===== src/rtl/fractal_engine.sv =====
// Mandelbrot/Julia escape-time engine: one point per request, MUL/UPD iteration loop.
// Optional final |z|^2 output enabled by defining FRACTAL_ENGINE_MAG_OUT_EN.
module fractal_engine #(
  parameter int FP_WIDTH = 25,
  parameter int FP_INT   = 4,
  parameter int ITER_MAX = 255,
  parameter int ITERW    = $clog2(ITER_MAX + 1)
) (
  input  logic                       clk,
  input  logic                       rst_n,
  input  logic                       in_valid,
  output logic                       in_ready,
  input  logic                       mode,
  input  logic signed [FP_WIDTH-1:0] re,
  input  logic signed [FP_WIDTH-1:0] im,
  input  logic signed [FP_WIDTH-1:0] jre,
  input  logic signed [FP_WIDTH-1:0] jim,
  input  logic [ITERW-1:0]           max_iter,
  input  logic                       abort,
  output logic                       out_valid,
  input  logic                       out_ready,
  output logic [ITERW-1:0]           iter,
  output logic                       escaped,
  output logic                       busy
`ifdef FRACTAL_ENGINE_MAG_OUT_EN
  ,
  output logic [FP_WIDTH:0]          mag2_out
`endif
);

  localparam int W    = FP_WIDTH;
  localparam int FRAC = FP_WIDTH - FP_INT;

  localparam logic [1:0] IDLE = 2'd0;
  localparam logic [1:0] MUL  = 2'd1;
  localparam logic [1:0] UPD  = 2'd2;
  localparam logic [1:0] DONE = 2'd3;

  localparam logic [W:0] MAG_LIMIT = (W + 1)'(4) << FRAC;

  if (FP_INT < 4) begin : g_bad_fp_int
    $error("fractal_engine: FP_INT must be at least 4");
  end

  logic [1:0]       state_reg;
  logic             rdy_en_reg;
  logic [W-1:0]     x_reg, y_reg, cr_reg, ci_reg;
  logic [W-1:0]     x2_reg, y2_reg, xy_reg;
  logic [ITERW-1:0] limit_reg;
  logic [ITERW-1:0] limit_in;

  logic [2*W-1:0]   x_ext, y_ext, xx_full, yy_full, xy_full;
  logic [W-1:0]     x2_next, y2_next, xy_next;
  logic [W:0]       mag2;
  logic [W-1:0]     x_upd, y_upd;
  logic             unused_bits;

  if ((2 ** ITERW) - 1 > ITER_MAX) begin : g_clamp
    assign limit_in = (max_iter > ITERW'(ITER_MAX)) ? ITERW'(ITER_MAX) : max_iter;
  end else begin : g_noclamp
    assign limit_in = max_iter;
  end

  assign x_ext   = {{W{x_reg[W-1]}}, x_reg};
  assign y_ext   = {{W{y_reg[W-1]}}, y_reg};
  assign xx_full = x_ext * x_ext;
  assign yy_full = y_ext * y_ext;
  assign xy_full = x_ext * y_ext;

  // Squares are non-negative, so they are kept unsigned and saturate instead of
  // wrapping; a far-out orbit must never alias back inside the radius-2 circle.
  assign x2_next = (|xx_full[2*W-1:W+FRAC]) ? '1 : xx_full[W+FRAC-1:FRAC];
  assign y2_next = (|yy_full[2*W-1:W+FRAC]) ? '1 : yy_full[W+FRAC-1:FRAC];
  assign xy_next = xy_full[W+FRAC-1:FRAC];

  assign unused_bits = ^{xx_full[FRAC-1:0], yy_full[FRAC-1:0],
                         xy_full[2*W-1:W+FRAC], xy_full[FRAC-1:0]};

  assign mag2  = {1'b0, x2_reg} + {1'b0, y2_reg};
  assign x_upd = x2_reg - y2_reg + cr_reg;
  assign y_upd = {xy_reg[W-2:0], 1'b0} + ci_reg;

  // in_ready stays low until the first clock after reset release.
  assign in_ready  = (state_reg == IDLE) && rdy_en_reg;
  assign out_valid = (state_reg == DONE);
  assign busy      = (state_reg != IDLE);

  always_ff @(posedge clk or negedge rst_n) begin
    if (!rst_n) begin
      state_reg  <= IDLE;
      rdy_en_reg <= 1'b0;
      x_reg      <= '0;
      y_reg      <= '0;
      cr_reg     <= '0;
      ci_reg     <= '0;
      x2_reg     <= '0;
      y2_reg     <= '0;
      xy_reg     <= '0;
      limit_reg  <= '0;
      iter       <= '0;
      escaped    <= 1'b0;
    end else begin
      rdy_en_reg <= 1'b1;
      if (abort && (state_reg != IDLE)) begin
        state_reg <= IDLE;
      end else begin
        case (state_reg)
          IDLE: begin
            if (in_valid && in_ready) begin
              if (mode) begin
                x_reg  <= re;
                y_reg  <= im;
                cr_reg <= jre;
                ci_reg <= jim;
              end else begin
                x_reg  <= '0;
                y_reg  <= '0;
                cr_reg <= re;
                ci_reg <= im;
              end
              limit_reg <= limit_in;
              iter      <= '0;
              escaped   <= 1'b0;
              state_reg <= MUL;
            end
          end
          MUL: begin
            x2_reg    <= x2_next;
            y2_reg    <= y2_next;
            xy_reg    <= xy_next;
            state_reg <= UPD;
          end
          UPD: begin
            if (mag2 > MAG_LIMIT) begin
              escaped   <= 1'b1;
              state_reg <= DONE;
            end else if (iter == limit_reg) begin
              escaped   <= 1'b0;
              state_reg <= DONE;
            end else begin
              x_reg     <= x_upd;
              y_reg     <= y_upd;
              iter      <= iter + 1'b1;
              state_reg <= MUL;
            end
          end
          default: begin
            if (out_ready) state_reg <= IDLE;
          end
        endcase
      end
    end
  end

`ifdef FRACTAL_ENGINE_MAG_OUT_EN
  always_ff @(posedge clk or negedge rst_n) begin
    if (!rst_n) begin
      mag2_out <= '0;
    end else if ((state_reg == UPD) && !abort &&
                 ((mag2 > MAG_LIMIT) || (iter == limit_reg))) begin
      mag2_out <= mag2;
    end
  end
`endif

endmodule


===== config.mk =====
export PLATFORM = sky130hd
export DESIGN_NAME = fractal_engine
export DESIGN_NICKNAME = d
export VERILOG_FILES = /design/src/rtl/fractal_engine.sv
export SDC_FILE = /design/constraint.sdc
export NUM_CORES = 2
export LEC_CHECK = 0
export BUFFER_PORTS_ARGS = -buffer_cell sky130_fd_sc_hd__buf_2
export CAP_MARGIN = 20
export CORE_ASPECT_RATIO = 1.1
export CORE_UTILIZATION = 60
export CTS_BUF_LIST = sky130_fd_sc_hd__clkbuf_16
export CTS_CLUSTER_SIZE = 12
export DETAILED_ROUTE_END_ITERATION = 10
export GPL_TIMING_DRIVEN = 0
export HOLD_SLACK_MARGIN = 0.03
export PLACE_DENSITY = 0.82
export SYNTH_ARGS = -nofsm -noshare
export SYNTH_HDL_FRONTEND = slang
export SYNTH_SLANG_ARGS = --single-unit

===== constraint.sdc =====
create_clock -name clk -period 9.86 [get_ports clk]
set_input_delay 1.972 -clock clk [delete_from_list [all_inputs] [get_ports clk]]
set_output_delay 1.972 -clock clk [all_outputs]
set_load 0.01 [all_outputs]

After elaboration in Yosys (flattened, before gate mapping)
Index checks and enable logic that the tools add are counted.
{ "totals": {"register_bits": 194, "in_bits": 114, "word_cells": 73} }
{ "classes": {"add_sub_neg": 5, "multipliers": 3, "order_cmp": 1, "eq_ne": 9, "muxes": 28, "bitwise_logic": 1, "n_reduce_logical": 14} }
{ "op_table": {"columns": ["cell", "n"], "rows": [
  ["25-bit two-way mux", 12],
  ["25-bit by 25-bit multiplier with 50-bit output", 2],
  ["25-bit one-hot mux with 2 select lines", 2],
  ["25-bit adder", 2],
  ["25-bit by 25-bit multiplier with 45-bit output", 1],
  ["25-bit by 25-bit adder with 26-bit output", 1],
  ["26-bit by 24-bit greater-than comparator with 1-bit output (second input constant)", 1],
  ["25-bit subtractor", 1],
  ["8-bit two-way mux", 3],
  ["8-bit one-hot mux with 2 select lines", 1],
  ["2-bit two-way mux", 5],
  ["8-bit by 1-bit adder with 8-bit output (second input constant)", 1],
  ["8-bit equality test", 1],
  ["4-bit OR reduction", 2],
  ["2-bit one-hot mux with 3 select lines", 1],
  ["5-bit AND reduction", 1],
  ["5-bit nonzero test", 1],
  ["2-bit equality test (second input constant)", 2],
  ["2-bit inequality test (second input constant)", 2],
  ["2-bit AND reduction", 2],
  ["4-bit AND reduction", 1],
  ["2-bit nonzero test", 2],
  ["1-bit logical AND", 3],
  ["1-bit two-way mux", 3],
  ["8 further kinds", 8]
]} }

Longest topological paths before layout
{ "logic_depth": {"ltp_word": 6, "depth_mapped": 32, "mapped_depth_nobuf": 28} }

Worst setup path after synthesis
OpenSTA, ideal clock, no wires.
{ "synth_timing": {"path_type": "flip-flop to flip-flop", "from": "register y_reg[24]", "to": "register y2_reg[8]", "setup_time_ns": 0.126, "t_arrival_ns": 8.287, "required_ns": 9.734, "path_slack_ns": 1.447, "stages_incl_launch_ff": 25, "n_path_buf": 3, "period_less_slack_ns": 8.413, "path_cell_list": "dfrtp_1 clkbuf_1 clkbuf_1 nand2_1 inv_1 fa_1 fa_1 inv_1 fa_1 inv_1 fa_1 fa_1 fa_1 fa_1 ha_1 a21o_1 a21oi_1 o21ai_0 a2111oi_0 nor2_1 a221o_1 o31a_1 or4_1 buf_2 o32a_1"} }
{ "synth_via": {"elab_chain_cells": 3} }
{ "synth_rtl": {"columns": ["element", "line_no", "text"], "rows": [
  ["start, declared", "47", "logic [W-1:0] x_reg, y_reg, cr_reg, ci_reg;"],
  ["start signal, assigned", "112", "y_reg <= im;"],
  ["start signal, assigned", "142", "y_reg <= y_upd;"],
  ["25-bit by 25-bit multiplier with 50-bit output *", "67", "assign yy_full = y_ext * y_ext;"],
  ["4-bit OR reduction", "73", "assign y2_next = (|yy_full[2*W-1:W+FRAC]) ? '1 : yy_full[W+FRAC-1:FRAC];"],
  ["25-bit two-way mux *", "73", null],
  ["end signal, assigned", "129", "y2_reg <= y2_next;"],
  ["end, declared", "48", "logic [W-1:0] x2_reg, y2_reg, xy_reg;"]
]} }
Mark *: on every way between the ends. The rest lies on a longest branch, timed or not.
A chain may end at the register's enable or synchronous reset.

Worst setup path after layout
{ "layout_timing": {"from": "register x_reg[21]", "to": "register x2_reg[6]"} }
{ "layout_via": {"elab_chain_cells": 3} }
{ "layout_rtl": {"columns": ["element", "line_no", "text"], "rows": [
  ["start, declared", "47", null],
  ["start signal, assigned", "111", "x_reg <= re;"],
  ["start signal, assigned", "141", "x_reg <= x_upd;"],
  ["25-bit by 25-bit multiplier with 50-bit output *", "66", "assign xx_full = x_ext * x_ext;"],
  ["4-bit OR reduction", "72", "assign x2_next = (|xx_full[2*W-1:W+FRAC]) ? '1 : xx_full[W+FRAC-1:FRAC];"],
  ["25-bit two-way mux *", "72", null],
  ["end signal, assigned", "128", "x2_reg <= x2_next;"],
  ["end, declared", "48", null]
]} }
Marks and branches as above.

==> flow_summary.ini <==
[cts]
clock_sinks = 194
cts_tree = done
htreeDepth = 4
numCtsBuffers = 17
path_clk_slew_ns = 0.08
clk_latency_ns = 0.51
clock_path_buffers = 2
clock-root-buffer = clkbuf_16
postCtsHoldBufs = 0

[status]
status = completed

[sta]
timing.fmax_mhz = 102.1
maxSlewViolCount = 0
min_period_ns = 9.798
tightest_slew_ns = 1.399
skew_ns = 0.02544
hold_violations = 0
relSlewSlack_pct = 6.711
period_share_pct = 99.37
setup_viol = 0

[route]
viasPerCell = 5.972
drc_errors = 0
ant_nets = 0
drt-initial-drc-count = 5599
first_pass_iters = 9
num_vias = 56060
wl_per_cell_um = 26.68
routed_wl_mm = 250.5

[flow_run]
maxCapViolations = 0

[place]
place_congestion = 1.052
place_area_um2 = 75160
port_buffers = 124
dp_hpwl_mm = 206.5

[critical_path]
critPathRequiredTime_ns = 10.20
max_stage_delay_ns = 0.98
cp_slowest_cell = clkbuf_1
worst_path_most_repeated_cell = fa_1
path_class = register to register
cp-start-kind = register
arrival_ns = 10.14
end_kind = register
path_max_fanout = 10
path_cells = clkbuf_1 > clkbuf_1 > nand2_1 > fa_1 > inv_1 > fa_1 > fa_1 > fa_1 > fa_1 > fa_1 > inv_1 > fa_1 > inv_1 > ha_1 > nand4_1 > or2_2 > or3_1 > o211ai_2 > a21oi_2 > o21a_1 > o221ai_1 > mux2i_2 > buf_2 > a32oi_1

[die]
initial_core_util_pct = 60.53
num_rows = 133
dieWidth_um = 333.0
die_h_um = 366.1
dieArea_um2 = 121900
core-area_um2 = 119500
ios = 126

[synthesis]
syn_area_per_cell_um2 = 9.488
yosysTopAreaCell = fa_1
synth_edf_count = 0
synth-seq-area-share_pct = 6.713
synth_top_area_share_pct = 50.99
ys_types = 80
synthArstFlopShare_pct = 100.0
synth_nets = 10090
ys.flop_type = dfrtp_1
synth_area_um2 = 72320
netlist_top_cells_area = fa_1, inv_1, ha_1, dfrtp_1, nand2_1
ys_seq_elements = 194
synth.yosys.warnings = 0
synthCells = 7622

[global_routing]
grt.total_usage_pct = 42.95
grt_max_degree = 77
antenna_found_initial = 21
grt_first_pass_wirelength_mm = 378.5
overflow = 0
grt_pass1_vias = 61780

[layout]
fin_area_um2 = 76210
nNetsFinal = 10260
area_delta_synth_final_pct = 5.389
nFillCells = 9704
layout-drive-gt1-share_pct = 4.303

[hold_path]
hp-class = register to register
## kinds of logic after synthesis
family          Yosys count  share of synthesized area [%]
fa+ha+maj              2349                          59.76
xor+xnor                203                          2.459
buf+inv                2397                          12.50
mux                     114                          1.775
flops                   194                          6.713
compound gates          581                          5.320
simple gates           1783                          11.46
other cells               1                       0.005186
## per-stage QoR
| stage | hold WS [ns] | setup TNS, ns | instances | setup slack, ns | util (%) |
|---|---|---|---|---|---|
| CTS | 0.4876 | 0 | 9347 | 0.005913 | 63.48 |
| detailed placement | 0.4714 | -44.89 | 9314 | -1.574 | 62.91 |
| finish | 0.4830 | 0 | 9388 | 0.06183 | 63.79 |
| floorplan | 0.4497 | 0 | 7622 | 1.447 | - |
| global placement | 0.4622 | -38.81 | 9298 | -1.416 | 62.67 |
| global route | 0.5133 | -0.0004095 | 9366 | -0.0004095 | 63.74 |
## cells in the final DEF, fill, tap and decap left out, types with 25 or more instances in the layout
cell      instances
a32oi_1          25
a21o_1           65
mux2i_1          77
buf_2           136
nor2_1          185
clkbuf_1        265
xnor2_1         123
nand3_1          59
inv_1          2048
ha_1            507
clkbuf_2         36
o21ai_0         161
a21oi_1         111
fa_1           1840
mux2_4           26
dfrtp_1         193
nand2_1         924
nand4_1          26
nor3_1           32
nand2b_1         44
diode_2          27
a31oi_1          30
nor2b_1          40
and2_1          407
xor2_1           76
## synthesized netlist by cell type (8+ instances only)
cell       instances
o22a_1            24
xor2_1            77
or3_1             10
nand3b_1           8
nor2_1           187
o2111ai_1          8
o31ai_1           11
a32oi_1           25
o21bai_1          10
a31o_2            10
xnor2_1          126
a21oi_1          111
or2_2              9
o21a_1            23
o21ai_0          162
buf_2             11
and3_1            23
a31oi_1           30
mux2i_1           78
and2_1           407
fa_1            1842
a211oi_1          21
mux2_4            26
a21o_1            65
nand3_1           59
ha_1             507
nand4_1           26
dfrtp_1          194
inv_1           2050
clkbuf_1         314
nor2b_1           40
nand2b_1          44
nor3_1            32
nand2_1          924
## metal layers
metal  track usage [%]  vias up  wire length, um
li1                  -    22680                -
met1             48.85    28270            81060
met2             65.25     3756           111400
met3             16.27     1338            32830
met4             33.67       14            25020
met5                 0        -              150
## worst max-delay path, delay by kind of cell (launching register included)
| kind | cells | cell delay (ns) |
|---|---|---|
| AOI/OAI and AO/OA | 5 | 1.20 |
| and+or+nand+nor | 4 | 1.10 |
| DFF | 1 | 0.57 |
| buffers and inverters | 6 | 2.26 |
| muxes | 1 | 0.53 |
| adders and majority gates | 8 | 3.96 |
## layout make-up
type	count	area (um2)	share of cell area, %
multi-input cells	5031	58500	76.75
inverters	2061	7746	10.16
flip-flops and latches	194	4858	6.375
well taps	1552	1942	2.548
plain buffers	327	1339	1.757
repair buffers	164	1157	1.519
clock buffers	17	425.4	0.5582
clock inverters	15	181.4	0.2380
diodes	27	67.56	0.08865
## path summary, 6_finish.rpt
check / start / to / slack [ns] / cells past startpoint
hold reg to reg: cr_reg[15] / cr_reg[15] / 0.48 / 2
setup / recovery: x_reg[21] / x2_reg[6] / 0.06 / 24
max in group asynchronous: rst_n / y_reg[24] / 7.70 / 2
setup reg to reg: x_reg[21] / x2_reg[6] / 0.06 / 24
hold / removal: cr_reg[15] / cr_reg[15] / 0.48 / 2
min in group asynchronous: rst_n / cr_reg[23] / 1.38 / 1
## repair_timing
action	4_1_cts	5_1_grt
pin swaps	0	1
gates resized for setup	28	81
buffers inserted	3	8
endpoints found under the setup margin	50	57
Power is left out: the tool's default activity adds up to more than one toggle a clock period on the data nets, which glitch-free logic cannot reach.
